**config.mk**
```make
export PLATFORM = sky130hd
export DESIGN_NAME = mem_access_unit
export DESIGN_NICKNAME = d
export VERILOG_FILES = /design/src/rtl/mem_pkg.sv /design/src/rtl/mem_lane_align.sv /design/src/rtl/mem_access_unit.sv
export SDC_FILE = /design/constraint.sdc
export NUM_CORES = 1
export LEC_CHECK = 0
export CAP_MARGIN = 30
export CELL_PAD_IN_SITES_DETAIL_PLACEMENT = 0
export CELL_PAD_IN_SITES_GLOBAL_PLACEMENT = 1
export CORE_MARGIN = 4
export CORE_UTILIZATION = 36
export DETAILED_ROUTE_END_ITERATION = 8
export HOLD_SLACK_MARGIN = 0.15
export PLACE_DENSITY_LB_ADDON = 0.12
export SLEW_MARGIN = 25
export SYNTH_ARGS = -nofsm -noshare
export SYNTH_HDL_FRONTEND = slang
export SYNTH_SLANG_ARGS = --single-unit
```
**constraint.sdc**
```tcl
create_clock -name clk -period 5.4 [get_ports clk]
set_input_delay 1.35 -clock clk [delete_from_list [all_inputs] [get_ports clk]]
set_output_delay 1.35 -clock clk [all_outputs]
set_load 0.01 [all_outputs]
```
**src/rtl/mem_pkg.sv**
```systemverilog
// rtl/mem_pkg.sv - shared encodings for the load/store unit
package mem_pkg;

  localparam logic [2:0] F3_B   = 3'b000;
  localparam logic [2:0] F3_H   = 3'b001;
  localparam logic [2:0] F3_W   = 3'b010;
  localparam logic [2:0] F3_D   = 3'b011;
  localparam logic [2:0] F3_BU  = 3'b100;
  localparam logic [2:0] F3_HU  = 3'b101;
  localparam logic [2:0] F3_WU  = 3'b110;
  localparam logic [2:0] F3_BAD = 3'b111;

  localparam logic [1:0] CAUSE_NONE     = 2'b00;
  localparam logic [1:0] CAUSE_MISALIGN = 2'b01;
  localparam logic [1:0] CAUSE_ILLEGAL  = 2'b10;
  localparam logic [1:0] CAUSE_TIMEOUT  = 2'b11;

  typedef enum logic [1:0] {
    ST_IDLE  = 2'd0,
    ST_REQ   = 2'd1,
    ST_RWAIT = 2'd2,
    ST_DONE  = 2'd3
  } state_t;

endpackage

```
**src/rtl/mem_lane_align.sv**
```systemverilog
// rtl/mem_lane_align.sv - byte-lane steering, load extension and access legality
module mem_lane_align
  import mem_pkg::*;
#(
  parameter int XLEN = 64
) (
  input  logic [2:0]        i_addr_lo,
  input  logic [2:0]        i_funct3,
  input  logic              i_mem_read,
  input  logic              i_mem_write,
  input  logic [XLEN-1:0]   i_store_data,
  input  logic [XLEN-1:0]   i_rdata,
  output logic [XLEN-1:0]   o_wdata,
  output logic [XLEN/8-1:0] o_be,
  output logic [XLEN-1:0]   o_load_data,
  output logic              o_misaligned,
  output logic              o_illegal
);

  localparam int NB = XLEN / 8;
  localparam int LW = $clog2(NB);

  logic [1:0]      w_size;
  logic            w_unsigned;
  logic [7:0]      w_be_base;
  logic [2:0]      w_align_mask;
  logic [LW-1:0]   w_lane;
  logic [6:0]      w_bits;
  logic [XLEN-1:0] w_shifted;
  logic [XLEN-1:0] w_keep;
  logic [XLEN-1:0] w_sign_pos;
  logic            w_sign;
  logic            w_size_bad;
  logic            w_load_bad;
  logic            w_store_bad;

  assign w_lane = i_addr_lo[LW-1:0];

  always_comb begin
    w_size     = 2'd0;
    w_unsigned = 1'b0;
    case (i_funct3)
      F3_B:    begin w_size = 2'd0; w_unsigned = 1'b0; end
      F3_H:    begin w_size = 2'd1; w_unsigned = 1'b0; end
      F3_W:    begin w_size = 2'd2; w_unsigned = 1'b0; end
      F3_D:    begin w_size = 2'd3; w_unsigned = 1'b0; end
      F3_BU:   begin w_size = 2'd0; w_unsigned = 1'b1; end
      F3_HU:   begin w_size = 2'd1; w_unsigned = 1'b1; end
      F3_WU:   begin w_size = 2'd2; w_unsigned = 1'b1; end
      default: begin w_size = 2'd0; w_unsigned = 1'b1; end
    endcase
  end

  always_comb begin
    w_be_base    = 8'h01;
    w_align_mask = 3'b000;
    case (w_size)
      2'd0:    begin w_be_base = 8'h01; w_align_mask = 3'b000; end
      2'd1:    begin w_be_base = 8'h03; w_align_mask = 3'b001; end
      2'd2:    begin w_be_base = 8'h0F; w_align_mask = 3'b011; end
      default: begin w_be_base = 8'hFF; w_align_mask = 3'b111; end
    endcase
  end

  assign o_wdata = i_store_data << {w_lane, 3'b000};
  assign o_be    = w_be_base[NB-1:0] << w_lane;

  // Shifts of XLEN or more yield zero, so a full-width access keeps every bit.
  assign w_bits      = 7'd8 << w_size;
  assign w_shifted   = i_rdata >> {w_lane, 3'b000};
  assign w_keep      = ~({XLEN{1'b1}} << w_bits);
  assign w_sign_pos  = {{(XLEN-1){1'b0}}, 1'b1} << (w_bits - 7'd1);
  assign w_sign      = !w_unsigned && (|(w_shifted & w_sign_pos));
  assign o_load_data = (w_shifted & w_keep) | ({XLEN{w_sign}} & ~w_keep);

  assign o_misaligned = |(i_addr_lo & w_align_mask);

  assign w_size_bad  = (XLEN == 32) && ((i_funct3 == F3_D) || (i_funct3 == F3_WU));
  assign w_load_bad  = i_mem_read && (i_funct3 == F3_BAD);
  assign w_store_bad = i_mem_write && (i_funct3 >= F3_BU);
  assign o_illegal   = (i_mem_read && i_mem_write)
                     || ((i_mem_read || i_mem_write) && (w_size_bad || w_load_bad || w_store_bad));

endmodule

```
**src/rtl/mem_access_unit.sv**
```systemverilog
// rtl/mem_access_unit.sv - one load/store per transaction over a req/gnt/rvalid data port
module mem_access_unit
  import mem_pkg::*;
#(
  parameter int XLEN    = 64,
  parameter int TIMEOUT = 255,
  parameter int DEBUG   = 0
) (
  input  logic              clk,
  input  logic              rst_n,
  input  logic              in_valid,
  output logic              in_ready,
  input  logic [XLEN-1:0]   addr,
  input  logic [XLEN-1:0]   store_data,
  input  logic              mem_read,
  input  logic              mem_write,
  input  logic [2:0]        funct3,
  output logic              out_valid,
  output logic [XLEN-1:0]   load_data,
  output logic              fault,
  output logic [1:0]        fault_cause,
  output logic              dmem_req,
  output logic              dmem_we,
  output logic [XLEN-1:0]   dmem_addr,
  output logic [XLEN-1:0]   dmem_wdata,
  output logic [XLEN/8-1:0] dmem_be,
  input  logic              dmem_gnt,
  input  logic              dmem_rvalid,
  input  logic [XLEN-1:0]   dmem_rdata
);

  localparam int         NB      = XLEN / 8;
  localparam int         LW      = $clog2(NB);
  localparam logic [9:0] LP_LAST = 10'(TIMEOUT - 1);

  if (XLEN != 32 && XLEN != 64) begin : g_bad_xlen
    $error("mem_access_unit: XLEN must be 32 or 64");
  end
  if (TIMEOUT < 1 || TIMEOUT > 1023) begin : g_bad_timeout
    $error("mem_access_unit: TIMEOUT must be 1..1023");
  end
  if (DEBUG != 0 && DEBUG != 1) begin : g_bad_debug
    $error("mem_access_unit: DEBUG must be 0 or 1");
  end

  state_t          r_state;
  state_t          w_next_state;
  logic [9:0]      r_cnt;
  logic            r_is_load;
  logic [2:0]      r_funct3;
  logic [2:0]      r_addr_lo;
  logic            r_out_valid;
  logic [XLEN-1:0] r_load_data;
  logic            r_fault;
  logic [1:0]      r_fault_cause;
  logic            r_dmem_req;
  logic            r_dmem_we;
  logic [XLEN-1:0] r_dmem_addr;
  logic [XLEN-1:0] r_dmem_wdata;
  logic [NB-1:0]   r_dmem_be;

  logic            w_idle;
  logic            w_accept;
  logic            w_noop;
  logic            w_fault_now;
  logic            w_expired;
  logic [2:0]      w_sel_addr_lo;
  logic [2:0]      w_sel_funct3;
  logic [XLEN-1:0] w_wdata;
  logic [NB-1:0]   w_be;
  logic [XLEN-1:0] w_load_ext;
  logic            w_misaligned;
  logic            w_illegal;
  logic            w_complete;
  logic            w_cmp_fault;
  logic [1:0]      w_cmp_cause;
  logic [XLEN-1:0] w_cmp_data;

  // Lane logic serves the incoming request while idle and the held request afterwards.
  assign w_idle        = (r_state == ST_IDLE);
  assign w_sel_addr_lo = w_idle ? addr[2:0] : r_addr_lo;
  assign w_sel_funct3  = w_idle ? funct3 : r_funct3;
  assign w_accept      = in_valid && w_idle;
  assign w_noop        = !mem_read && !mem_write;
  assign w_fault_now   = w_illegal || (w_misaligned && !w_noop);
  assign w_expired     = (r_cnt == LP_LAST);

  mem_lane_align #(.XLEN(XLEN)) u_lane (
    .i_addr_lo    (w_sel_addr_lo),
    .i_funct3     (w_sel_funct3),
    .i_mem_read   (mem_read),
    .i_mem_write  (mem_write),
    .i_store_data (store_data),
    .i_rdata      (dmem_rdata),
    .o_wdata      (w_wdata),
    .o_be         (w_be),
    .o_load_data  (w_load_ext),
    .o_misaligned (w_misaligned),
    .o_illegal    (w_illegal)
  );

  always_ff @(posedge clk or negedge rst_n) begin
    if (!rst_n) begin
      r_state <= ST_IDLE;
    end else begin
      r_state <= w_next_state;
    end
  end

  always_comb begin
    w_next_state = r_state;
    case (r_state)
      ST_IDLE: begin
        if (in_valid) begin
          w_next_state = (w_fault_now || w_noop) ? ST_DONE : ST_REQ;
        end
      end
      ST_REQ: begin
        if (dmem_gnt) begin
          w_next_state = r_is_load ? ST_RWAIT : ST_DONE;
        end else if (w_expired) begin
          w_next_state = ST_DONE;
        end
      end
      ST_RWAIT: begin
        if (dmem_rvalid || w_expired) begin
          w_next_state = ST_DONE;
        end
      end
      default: w_next_state = ST_IDLE;
    endcase
  end

  always_comb begin
    in_ready    = w_idle;
    w_complete  = 1'b0;
    w_cmp_fault = 1'b0;
    w_cmp_cause = CAUSE_NONE;
    w_cmp_data  = '0;
    case (r_state)
      ST_IDLE: begin
        if (in_valid) begin
          if (w_illegal) begin
            w_complete  = 1'b1;
            w_cmp_fault = 1'b1;
            w_cmp_cause = CAUSE_ILLEGAL;
          end else if (w_misaligned && !w_noop) begin
            w_complete  = 1'b1;
            w_cmp_fault = 1'b1;
            w_cmp_cause = CAUSE_MISALIGN;
          end else if (w_noop) begin
            w_complete  = 1'b1;
          end
        end
      end
      ST_REQ: begin
        if (dmem_gnt) begin
          w_complete = !r_is_load;
        end else if (w_expired) begin
          w_complete  = 1'b1;
          w_cmp_fault = 1'b1;
          w_cmp_cause = CAUSE_TIMEOUT;
        end
      end
      ST_RWAIT: begin
        if (dmem_rvalid) begin
          w_complete = 1'b1;
          w_cmp_data = w_load_ext;
        end else if (w_expired) begin
          w_complete  = 1'b1;
          w_cmp_fault = 1'b1;
          w_cmp_cause = CAUSE_TIMEOUT;
        end
      end
      default: ;
    endcase
  end

  always_ff @(posedge clk or negedge rst_n) begin
    if (!rst_n) begin
      r_cnt         <= '0;
      r_is_load     <= 1'b0;
      r_funct3      <= '0;
      r_addr_lo     <= '0;
      r_out_valid   <= 1'b0;
      r_load_data   <= '0;
      r_fault       <= 1'b0;
      r_fault_cause <= CAUSE_NONE;
      r_dmem_req    <= 1'b0;
      r_dmem_we     <= 1'b0;
      r_dmem_addr   <= '0;
      r_dmem_wdata  <= '0;
      r_dmem_be     <= '0;
    end else begin
      r_out_valid <= w_complete;
      r_dmem_req  <= (w_next_state == ST_REQ);
      if (w_complete) begin
        r_load_data   <= w_cmp_data;
        r_fault       <= w_cmp_fault;
        r_fault_cause <= w_cmp_cause;
      end
      // Restart the watchdog on every state change so REQ and RWAIT each get a full budget.
      if (r_state != w_next_state) begin
        r_cnt <= '0;
      end else if (r_state == ST_REQ || r_state == ST_RWAIT) begin
        r_cnt <= r_cnt + 10'd1;
      end
      if (w_accept) begin
        r_is_load    <= mem_read;
        r_funct3     <= funct3;
        r_addr_lo    <= addr[2:0];
        r_dmem_we    <= mem_write;
        r_dmem_addr  <= {addr[XLEN-1:LW], {LW{1'b0}}};
        r_dmem_wdata <= w_wdata;
        r_dmem_be    <= w_be;
      end
    end
  end

  assign out_valid   = r_out_valid;
  assign load_data   = r_load_data;
  assign fault       = r_fault;
  assign fault_cause = r_fault_cause;
  assign dmem_req    = r_dmem_req;
  assign dmem_we     = r_dmem_we;
  assign dmem_addr   = r_dmem_addr;
  assign dmem_wdata  = r_dmem_wdata;
  assign dmem_be     = r_dmem_be;

endmodule

```
======== After elaboration in Yosys (flattened, before gate mapping) ========
Cells that the tools add are included.
cells by class
  $add $sub $neg .......................... 2
  $lt $le $gt $ge ......................... 1
  muxes and demuxes ....................... 37
  reductions and logical operators ........ 28
  equality and inequality tests ........... 13
  shift operators ......................... 6
  bitwise logic cells ..................... 7
operators by type and width
  cell                     count
  $and A64 B64 Y64         3
  $mux W64                 2
  $not A64 Y64             2
  $or A64 B64 Y64          1
  $reduce_or A64 Y1        1
  $shl A1 B7 Y64 const A   1
  $shl A64 B6 Y64          1
  $shl A64 B7 Y64 const A  1
  $shr A64 B6 Y64          1
  $pmux W8 S3              1
  $mux W10                 2
  $mux W2                  10
  $pmux W2 S3              3
  $mux W1                  14
  $add A10 B1 Y10 const B  1
  $eq A10 B8 Y1 const B    1
  $eq A3 B3 Y1 const B     3
  $pmux W3 S3              1
  $logic_and A1 B1 Y1      8
  $shl A8 B3 Y8            1
  $logic_or A1 B1 Y1       7
  $shl A4 B2 Y7 const A    1
  $sub A7 B1 Y7 const B    1
  $eq A2 B1 Y1 const B     3
  other kinds (15)         24
storage, ports and cells
  bits of input ports ..................... 202
  register bits after elaboration ......... 222

======== Depth between registers and ports, before layout ========
  depth in word-level cells ............... 17
  gate-level depth with buffers ........... 14
  gate-level depth less buffers ........... 12

======== Modules after synthesis ========
A second synthesis with hierarchy kept.
unflattened totals
  cell total of the unflattened synthesis .. 1301
  area total of the unflattened synthesis .. 12847.3 µm²
modules (own cells, without submodules)
  module           area each (µm²)  seq. area each (µm²)  cells each  times used
  mem_access_unit  8819.7           5555.3                690         1
  mem_lane_align   4027.6           0.0                   611         1

======== Worst setup path after synthesis ========
No wires, ideal clock.
  kind .................................... in2reg
  from .................................... input funct3[0]
  to ...................................... register r_load_data[24], in the netlist load_data[24]
  cell stages on the path ................. 10
  data arrival time ....................... 3209 ps
  data required time ...................... 5334 ps
  slack ................................... 2124 ps
  path through ............................ mux2_2 inv_1 ha_1 nand3_1 and2_4 buf_6 a311o_1 a21o_1 a21oi_4 a221o_1
on the way
  word-level cells in the longest chain between the ends .. 14
ends and longest elaborated chain
  item                                  RTL line                source
  start, declared                       mem_access_unit.sv:17   input logic [2:0] funct3,
  $mux W3 (*)                           mem_access_unit.sv:82   assign w_sel_funct3 = w_idle ? funct3 : r_funct3;
  $eq A3 B3 Y1 (tied with other cells)  mem_lane_align.sv:42    case (i_funct3)
  $reduce_or A2 Y1 (no source line)     n/a
  $pmux W2 S3                           mem_lane_align.sv:42
  $shl A4 B2 Y7                         mem_lane_align.sv:69    assign w_bits = 7'd8 << w_size;
  $sub A7 B1 Y7                         mem_lane_align.sv:72    assign w_sign_pos = {{(XLEN-1){1'b0}}, 1'b1} << (w_bits - 7'd1);
  $shl A1 B7 Y64                        mem_lane_align.sv:72
  $and A64 B64 Y64                      mem_lane_align.sv:73    assign w_sign = !w_unsigned && (|(w_shifted & w_sign_pos));
  $reduce_or A64 Y1                     mem_lane_align.sv:73
  $logic_and A1 B1 Y1                   mem_lane_align.sv:73
  $and A64 B64 Y64                      mem_lane_align.sv:74    assign o_load_data = (w_shifted & w_keep) | ({XLEN{w_sign}} & ~w_keep);
  $or A64 B64 Y64                       mem_lane_align.sv:74
  $mux W64                              mem_access_unit.sv:166  if (dmem_rvalid) begin
  $mux W64                              mem_access_unit.sv:140  case (r_state)
  end signal, assigned                  mem_access_unit.sv:198  r_load_data <= w_cmp_data;
  end, declared                         mem_access_unit.sv:53   logic [XLEN-1:0] r_load_data;
Every way passes the cells marked *; elsewhere a longest branch is shown, timed or not.
A chain may end at the register's enable or synchronous reset.

======== Worst setup path after layout ========
  from .................................... register r_state[1]
  to ...................................... register r_load_data[61], in the netlist load_data[61]
on the way
  word-level cells in the longest chain between the ends .. 15
ends and longest elaborated chain
  item                                  RTL line                                       source
  start, declared                       mem_access_unit.sv:46                          state_t r_state;
  start signal, assigned                mem_access_unit.sv:106                         r_state <= w_next_state;
  $logic_not A2 Y1                      mem_access_unit.sv:80, mem_access_unit.sv:140
  $mux W3                               mem_access_unit.sv:82
  $eq A3 B3 Y1 (tied with other cells)  mem_lane_align.sv:42
  $reduce_or A2 Y1 (no source line)     n/a
  $pmux W2 S3                           mem_lane_align.sv:42
  $shl A4 B2 Y7                         mem_lane_align.sv:69
  $sub A7 B1 Y7                         mem_lane_align.sv:72
  $shl A1 B7 Y64                        mem_lane_align.sv:72
  $and A64 B64 Y64                      mem_lane_align.sv:73
  $reduce_or A64 Y1                     mem_lane_align.sv:73
  $logic_and A1 B1 Y1                   mem_lane_align.sv:73
  $and A64 B64 Y64                      mem_lane_align.sv:74
  $or A64 B64 Y64                       mem_lane_align.sv:74
  $mux W64                              mem_access_unit.sv:166
  $mux W64                              mem_access_unit.sv:140
Parallel ways exist; a longest one is shown, timed or not.

==> impl_results.md <==
- Status: finished clean
- Total gr overflow: 0
- Fmax: 250 MHz
- Crit share post-route: 74.1%
- Slack of the critical path: 1.40 ns
- Placed Instances: 2129
- Post-CTS setup repair buffer count: 0
- Cells after Synth: 1354
- Hold path start: dmem_addr[11]
- Share of cells above drive strength 1: 5.59%
- Die Span X: 189 µm
- Post-Route Setup TNS: 0 ns
- First-pass GRT wire length: 70.7 mm
- # rows: 66
- Post-layout min period: 4.00 ns
- Worst setup SP type: flip-flop
- Hold Fails Final Rpt: 0
- Worst vdd ir: 0.315 mV
- Met1 Use GR: 33.4%
- Worst clock skew: 0.0148 ns
- Starting DRT DRC Count: 799
- CTS clk-pin slew, worst paths: 0.06 ns
- CP arrival: 4.39 ns
- Multi-input logic area: 0.00579 mm²
- Io pins: 409
- Comb power frac: 57.2%
- Non-filler instance count after layout: 2178
- CP Capture Type: flip-flop
- Worst skew pair latency: 0.54 ns
- Antenna Violating Nets Remaining: 0
- Clock power share: 17.4%
- PwrDens: 611 mW/mm²
- Switching Share: 43.6%
- Ys Warns: 0
- Total CTS buffers: 26
- Met3 usage in global routing: 5.33%
- Vias per cell: 5.26
- Register area share after synthesis: 47.1%
- Slew Viols, Final: 0
- Met2 Track Usage GR: 41.8%
- Reg-to-reg startpoint: r_state[1]
- Core ar.: 0.0325 mm²
- Post-Route WL: 46.7 mm
- Bufs on Longest Clock Path: 3
- Hold-fix buffers at CTS: 0
- Grt peak-use layer: met2
- Pre-Repair DR Iteration Count: 5
- Distinct cell type count after synthesis: 67
- Syn Std Cell Area: 0.0118 mm²
- Crit-path max FO: 32
- Number of max-cap violations: 0
- Wirelength per Cell: 21.4 µm
- Synth-to-layout area growth: 45.0%
- Reg power frac: 25.4%
- Storage cell area: 0.00556 mm²
- Post-synth ARST share: 100%
- CTS root buf: clkbuf_16
- Worst Tran Pin Value: 0.863 ns
- Die ar.: 0.0357 mm²
- Die Y: 189 µm
- Global placer's final weighted congestion: 0.883
- Vias in the first global route: 11.5k
- Pre-CTS WS: 0.834 ns
- H-tree Lvls: 1
- Leakage: 7.88 nW
- Initial antenna violation count: 2
- #FFs+latches synth: 222
- Avg Cell Area, Syn: 8.71 µm²
- Ys flop type: dfrtp_1
- Sink Count: 222
- Switching Power: 0.00455 W
- FILL cells: 3045
- Initial cell density of the core: 36.3%
- Rel. slew slack: 42.4%
- Drt drc: 0
- Nets: 1930
- Largest net degree at the start of global routing: 172
- CTS tree: built
- CP startpoint: r_state[1]
- Number of synthesized flops with an enable pin: 0
- WP data required: 5.78 ns
- Internal: 0.00589 W
- # port buffers: 405
- Final setup vio count: 0
- Worst Hold Class: flip-flop to flip-flop
- Vias: 11.5k
- GRT Resource Usage Total: 25.1%
- Resized Gates After CTS: 0
- Crit Path Class: flip-flop to flip-flop
- RSZ-0062 raised after global routing: false
- Final HPWL DP: 34.3 mm
-- through the flow --
stage | hold slack [ns] | total power, W | instance area [µm²] | utilization (%)
after floorplan | 0.437 | 0.00611 | 11800 | -
after global placement | 0.453 | 0.00860 | 16200 | 49.9
after detailed placement | 0.461 | 0.00866 | 16200 | 49.9
after CTS | 0.476 | 0.0105 | 17100 | 52.7
after global routing | 0.484 | 0.0111 | 17100 | 52.7
final | 0.470 | 0.0104 | 17100 | 52.7
-- state kept, by name (all words and copies together), names as in the netlist, 2 cells and up --
| signal | flops |
|---|---|
| dmem_be | 8 |
| dmem_addr | 61 |
| load_data | 64 |
| r_cnt | 10 |
| r_state | 2 |
| dmem_wdata | 64 |
| r_addr_lo | 3 |
| fault_cause | 2 |
| r_funct3 | 3 |
-- per-layer routing --
layer / routed length (µm) / vias to the layer above
met2: 21900 / 464
li1: - / 5415
met4: 1230 / 2
met1: 19900 / 5511
met5: 14 / -
met3: 3610 / 67
-- cell usage after synthesis (10+ instances only) --
cell	n	area, µm²
o21ai_0	76	380
clkbuf_1	63	236
mux2i_1	108	1080
o22ai_1	26	163
buf_2	20	100
o21ai_1	46	230
a22o_1	26	228
nand2_1	396	1490
inv_1	10	37.5
dfrtp_1	222	5560
a31oi_1	10	62.6
nand3_1	33	165
nor2_1	93	349
ha_1	12	150
and3_1	10	62.6
a211o_1	10	87.6
a21oi_1	72	360
-- cells in the final DEF, fill, tap and decap left out, types with 5 or more instances in the layout --
cell             netlist  routed
o21ai_0               76      76
buf_4                  4      22
clkbuf_8               0       8
mux2i_1              108     107
xor2_1                 7       7
and3_1                10      10
clkbuf_16              0      26
a21o_1                 7       7
a211oi_1               8       8
o21ai_1               46      46
a31oi_1               10      10
inv_1                 10      10
nand3_1               33      33
nand2_1              396     395
clkinv_2               0       6
a221o_1                6       6
mux2_2                 4       5
nor2_1                93      92
clkdlybuf4s50_1        0     404
a22o_1                26      26
dfrtp_1              222     222
o22ai_1               26      26
a21oi_1               72      72
o32ai_1                5       5
a211o_1               10      10
o2111ai_1              8       8
ha_1                  12      12
-- worst paths after layout --
kind | depth (start not counted) | endpoint | slack, ns
max in group asynchronous | 2 | dmem_wdata[9] | 3.44
min in group asynchronous | 1 | dmem_addr[6] | 0.82
worst max-delay path | 9 | load_data[61] | 1.40
worst max register to register | 9 | load_data[61] | 1.40
worst min register to register | 2 | dmem_addr[11] | 0.47
worst min-delay path | 2 | dmem_addr[11] | 0.47
-- power by group through the flow --
| stage | sequential (W) | clock [W] | combinational [W] |
|---|---|---|---|
| final | 0.00265 | 0.00182 | 0.00598 |
| after CTS | 0.00266 | 0.00186 | 0.00600 |
| after detailed placement | 0.00268 | 0 | 0.00598 |
| after global placement | 0.00267 | 0 | 0.00593 |
| after global routing | 0.00274 | 0.00192 | 0.00648 |
| after floorplan | 0.00290 | 0 | 0.00322 |
-- cells by family (layout without fill, tap and decap cells) --
family / count (synthesis) / in the layout / synth area share (%)
AND/OR/NAND/NOR: 554 / 554 / 18.8
AO/OA/AOI/OAI: 330 / 330 / 17.7
flip-flops: 222 / 222 / 47.1
multiplexers: 116 / 116 / 10.1
buffers and inverters: 109 / 488 / 4.25
adder cells (fa/ha/maj): 12 / 12 / 1.27
XOR/XNOR: 10 / 10 / 0.743
other: 1 / 4 / 0.0318
-- layout make-up --
| class | count | share of cell area (%) |
|---|---|---|
| multi-input cells | 1025 | 33.8 |
| clock inverters | 11 | 0.724 |
| repair buffers | 430 | 25.0 |
| flip-flops and latches | 222 | 32.5 |
| well taps | 442 | 3.23 |
| inverters | 11 | 0.241 |
| clock buffers | 36 | 4.49 |
| diodes | 1 | 0.0146 |
-- worst max-delay path, cell delays in order (launching register included) --
cell	delay, ns
dfrtp_1	0.44
inv_1	0.14
ha_1	0.65
mux2_2	0.63
nor2_2	0.53
a32oi_1	0.17
o21ai_1	0.14
o32a_2	0.25
o221a_2	0.71
o21ai_1	0.17
(Power assumes the default switching activity.)
